**config.mk**
```make
export PLATFORM = sky130hd
export DESIGN_NAME = des_key_sched
export DESIGN_NICKNAME = d
export VERILOG_FILES = /design/src/rtl/des_key_sched.sv
export SDC_FILE = /design/constraint.sdc
export NUM_CORES = 1
export LEC_CHECK = 0
export CELL_PAD_IN_SITES_DETAIL_PLACEMENT = 0
export CELL_PAD_IN_SITES_GLOBAL_PLACEMENT = 1
export CORE_UTILIZATION = 40
export CTS_CLUSTER_SIZE = 10
export DETAILED_ROUTE_END_ITERATION = 7
export PLACE_DENSITY_LB_ADDON = 0.1
export SLEW_MARGIN = 0
export SYNTH_ARGS = -nofsm -noshare
export SYNTH_HDL_FRONTEND = slang
export SYNTH_SLANG_ARGS = --single-unit
export TNS_END_PERCENT = 10
```
**constraint.sdc**
```tcl
create_clock -name clk -period 2.35 [get_ports clk]
set_input_delay 0.3525 -clock clk [delete_from_list [all_inputs] [get_ports clk]]
set_output_delay 0.3525 -clock clk [all_outputs]
set_load 0.03 [all_outputs]
```
**src/rtl/des_key_sched.sv**
```systemverilog
// Sequential DES key schedule: emits the 16 round subkeys one per valid/ready handshake.
// Encrypt order K1..K16 uses left rotations of C/D; decrypt order K16..K1 uses right rotations.
module des_key_sched #(
  parameter int unsigned PARITY_CHK = 1
) (
  input  logic        clk,
  input  logic        rst_n,
  input  logic        start,
  input  logic        decrypt,
  input  logic [64:1] key,
  output logic [48:1] subkey,
  output logic        subkey_valid,
  input  logic        subkey_ready,
  output logic [4:1]  round,
  output logic        busy,
  output logic        done,
  output logic        key_par_err
);

  localparam logic [1:0] IDLE = 2'd0;
  localparam logic [1:0] RUN  = 2'd1;
  localparam logic [1:0] DONE = 2'd2;

  // Bit n of every vector is DES bit n, so the tables index directly.
  localparam int unsigned PC1 [56] = '{
    57, 49, 41, 33, 25, 17,  9,
     1, 58, 50, 42, 34, 26, 18,
    10,  2, 59, 51, 43, 35, 27,
    19, 11,  3, 60, 52, 44, 36,
    63, 55, 47, 39, 31, 23, 15,
     7, 62, 54, 46, 38, 30, 22,
    14,  6, 61, 53, 45, 37, 29,
    21, 13,  5, 28, 20, 12,  4
  };

  localparam int unsigned PC2 [48] = '{
    14, 17, 11, 24,  1,  5,
     3, 28, 15,  6, 21, 10,
    23, 19, 12,  4, 26,  8,
    16,  7, 27, 20, 13,  2,
    41, 52, 31, 37, 47, 55,
    30, 40, 51, 45, 33, 48,
    44, 49, 39, 56, 34, 53,
    46, 42, 50, 36, 29, 32
  };

  function automatic logic [56:1] pc1(input logic [64:1] k);
    logic [56:1] r;
    r = '0;
    for (int unsigned i = 1; i <= 56; i++) r[i] = k[PC1[i-1]];
    return r;
  endfunction

  // DES "left" moves bit n+1 into bit n, i.e. toward the low index here.
  function automatic logic [28:1] rot(input logic [28:1] v, input logic right, input logic two);
    logic [28:1] r;
    case ({right, two})
      2'b00:   r = {v[1],     v[28:2]};
      2'b01:   r = {v[2:1],   v[28:3]};
      2'b10:   r = {v[27:1],  v[28]};
      default: r = {v[26:1],  v[28:27]};
    endcase
    return r;
  endfunction

  function automatic logic par_err(input logic [64:1] k);
    logic e;
    e = 1'b0;
    for (int unsigned b = 0; b < 8; b++) e = e | ~(^k[8*b+1 +: 8]);
    return e;
  endfunction

  logic [1:0]  state_q, state_d;
  logic [28:1] c_q, c_d;
  logic [28:1] d_q, d_d;
  logic [3:0]  round_q, round_d;
  logic        mode_q, mode_d;
  logic        par_q, par_d;

  logic [56:1] cd_ld;
  logic [56:1] cd;
  logic        two;

  assign cd = {d_q, c_q};

  always_comb begin
    subkey = '0;
    for (int unsigned i = 1; i <= 48; i++) subkey[i] = cd[PC2[i-1]];
  end

  always_comb begin
    state_d = state_q;
    c_d     = c_q;
    d_d     = d_q;
    round_d = round_q;
    mode_d  = mode_q;
    par_d   = par_q;
    cd_ld   = pc1(key);
    // Single-bit steps lead into outputs 1, 8 and 15 in both directions.
    two     = !((round_q == 4'd0) || (round_q == 4'd7) || (round_q == 4'd14));
    case (state_q)
      IDLE: begin
        if (start) begin
          c_d     = decrypt ? cd_ld[28:1]  : rot(cd_ld[28:1], 1'b0, 1'b0);
          d_d     = decrypt ? cd_ld[56:29] : rot(cd_ld[56:29], 1'b0, 1'b0);
          round_d = 4'd0;
          mode_d  = decrypt;
          par_d   = (PARITY_CHK != 0) && par_err(key);
          state_d = RUN;
        end
      end
      RUN: begin
        if (subkey_ready) begin
          if (round_q == 4'd15) begin
            state_d = DONE;
          end else begin
            round_d = round_q + 4'd1;
            c_d     = rot(c_q, mode_q, two);
            d_d     = rot(d_q, mode_q, two);
          end
        end
      end
      DONE:    state_d = IDLE;
      default: state_d = IDLE;
    endcase
  end

  always_ff @(posedge clk or negedge rst_n) begin
    if (!rst_n) begin
      state_q <= IDLE;
      c_q     <= '0;
      d_q     <= '0;
      round_q <= '0;
      mode_q  <= 1'b0;
      par_q   <= 1'b0;
    end else begin
      state_q <= state_d;
      c_q     <= c_d;
      d_q     <= d_d;
      round_q <= round_d;
      mode_q  <= mode_d;
      par_q   <= par_d;
    end
  end

  assign subkey_valid = (state_q == RUN);
  assign busy         = (state_q == RUN);
  assign done         = (state_q == DONE);
  assign round        = round_q;
  assign key_par_err  = par_q;

endmodule

```
==> qor.yml <==
die_x_um: 120.3
portBuffers: 124
r2r-start: "round[2]"
drive_gt1_share_pct: 16.53
path_cells: "inv_1 -> ha_1 -> mux2i_1 -> o21ai_4 -> buf_12 -> buf_16 -> mux4_2 -> a221o_1"
antenna_found_initial: 0
fillers: 1268
synth_area_leaders: "dfrtp_1, mux4_2, mux2i_1"
clock_sinks: 64
power_density_nw_per_um2: 1359
cts_buffers: 9
cp_data_required_time_ns: 2.57
postRouteAntennaNets: 0
gp_congestion: 0.8252
critPathSlowestCell: "mux4_2"
clockRootBuffer: "clkbuf_16"
fin_crit_ns: 2.227
drc: 0
setup-tns-final_ns: 0
p_int_w: 0.005705
fin_util_pct: 52.58
netlist_area_um2: 5602
fin_skew_ns: 0.006903
clk-insertion-delay-late_ns: 0.34
rr_worst_depth: 8
fin_crit_sh_pct: 94.78
relSlewSlack_pct: 63.04
rr_endpoint: "d_q[28]"
hpwl_mm: 11.53
finalSetupViolCount: 0
synth_edf_count: 0
dp_slack_ns: 0.03604
seq_area_frac_synth_pct: 28.59
cap_violations: 0
p_switching_w: 0.003905
grt_pass1_wl_mm: 24.98
p_comb_share_pct: 59.7
clk_pin_slew_ns: 0.06
post-synth-top-area-cell: "dfrtp_1"
io_pins: 125
status: "finished, final reports clean"
worst-path-max-fanout: 20
grt_pass1_vias: 4409
worst_pin_slew_ns: 0.5544
p_seq_share_pct: 26.1
hold_viol: 0
mostFrequentLayoutCell: "clkdlybuf4s50_1"
slowest_delay_ns: 0.52
hold_start: "decrypt"
holdPathStages: 3
synth_nets: 599
clockBufferDepth: 2
async_flop_share_pct: 100.0
area_growth_pct: 26.27
worst_slack_ns: 0.1227
grt_use_total_pct: 22.73
vdd_drop_max_mv: 0.5942
core_area_um2: 13450
yosysTopAreaCellShare_pct: 28.59
routed_wl_mm: 15.70
antennaDiodeCount: 0
p_clk_share_pct: 14.3
ys.flop_type: "dfrtp_1"
leakagePower_nw: 2.785
initial_core_util_pct: 41.64
multi_input_area_um2: 3412
firstDrtPassIters: 5
drv_slew: 0
synth_cell_types: 28
drt_iter0_drc: 374
fp.dieH_um: 120.3
ys_warn_count: 0
avgSynthCellArea_um2: 10.63
grt.overflow.total: 0
seq_area_um2: 1603
cp.arrival_ns: 2.45
ys_ff_latch: 64
power_w: 0.009610
syn-instance-count: 527
viasPerCell: 5.779
via_count: 4479
final_cell_mix: "clkdlybuf4s50_1, nand2_1, dfrtp_1"
crit_path_end_kind: "register"
routedWlPerCell_um: 20.26
nets: 666
hold_class: "in -> reg"
tritoncts: "done"
critical_path_class: "reg -> reg"
rrSetupSlack_ns: 0.12
p_sw_share_pct: 40.63
holdPathEnd: "mode_q"
cp-start-kind: "register"
num_rows: 42
fmax_mhz: 449.0
htreeDepth: 3
grt_max_degree: 66
die-area_um2: 14480
-- metrics by stage --
stage	area [um2]	hold slack, ns	instances
4_1_cts	7020	0.3878	771
5_1_grt	7073	0.4155	775
2_1_floorplan	5602	0.05691	527
3_3_place_gp	6710	0.3488	754
3_5_place_dp	6710	0.3572	754
6_report	7073	0.3935	775
-- worst max-delay path by stage --
stage / from / to / slack (ns)
after CTS: round[2] / d_q[28] / 0.01
after global placement: round[1] / d_q[23] / 0.10
after detailed placement: round[2] / d_q[28] / 0.04
after global routing: round[2] / d_q[10] / -0.01
after floorplan: round[2] / c_q[1] / 0.09
final: round[2] / d_q[28] / 0.12
-- logic make-up (layout without fill, tap and decap cells) --
group	after synthesis	in the layout	share of synthesized area, %
xor gates and xnor gates	58	58	9.068
buffers and inverters	94	166	10.81
muxes	114	114	32.90
DFF	64	64	28.59
adders and majority gates	3	3	0.6702
AOI/OAI and AO/OA	88	88	10.50
and+or+nand+nor	106	106	7.461
-- area by class of cell --
cell class,instances,area share (%)
Timing Repair Buffer,147,21.58
Multi-Input combinational cell,369,48.24
Tap cell,176,3.113
Sequential cell,64,22.66
Clock buffer,13,3.679
Inverter,3,0.1592
Clock inverter,3,0.5661
-- power groups by stage --
stage | Sequential [W] | Combinational, W | Clock (W)
floorplan | 0.00215 | 0.00473 | 0
global placement | 0.00250 | 0.00558 | 0
detailed placement | 0.00251 | 0.00565 | 0
CTS | 0.00250 | 0.00567 | 0.00140
global route | 0.00261 | 0.00613 | 0.00145
finish | 0.00250 | 0.00573 | 0.00137
-- metal layers --
metal | vias to the layer above | share of wire (%) | track usage [%]
met5 | - | 0 | 0
met4 | 0 | 1.5 | 7.870
met3 | 18 | 4.6 | 3.396
met2 | 138 | 50 | 36.60
met1 | 2300 | 44 | 31.28
li1 | 2023 | - | -
-- worst max-delay path, delay by kind of cell (launching register included) --
kind / cells / cell delay, ns
buf+inv: 3 / 0.42
flops: 1 / 0.41
fa+ha+maj: 1 / 0.13
compound gates: 2 / 0.50
mux: 2 / 0.62
-- cells in the mapped netlist (2+ instances only) --
| master | number |
|---|---|
| inv_1 | 3 |
| mux4_2 | 56 |
| nand2_1 | 63 |
| a221o_1 | 28 |
| xnor2_1 | 54 |
| clkbuf_1 | 25 |
| buf_2 | 11 |
| dfrtp_1 | 64 |
| buf_12 | 2 |
| nor4_1 | 2 |
| nor2_1 | 34 |
| nand3_1 | 2 |
| ha_1 | 3 |
| xor2_1 | 4 |
| mux2i_1 | 57 |
| o21ai_0 | 57 |
| buf_6 | 3 |
| buf_4 | 49 |
-- registers in the layout, summed over array words and instances (netlist names) --
signal       count
c_q             28
d_q             28
round            4
state_q          2
key_par_err      1
mode_q           1
-- what timing repair did --
item                                    in CTS  in global routing
hold buffers                                 1                  0
gates resized for setup                      0                  2
hold endpoints to repair                    19                  0
setup buffers                                0                  4
endpoints found under the setup margin       0                 41
Note: power is estimated with default switching activity, not from simulation.
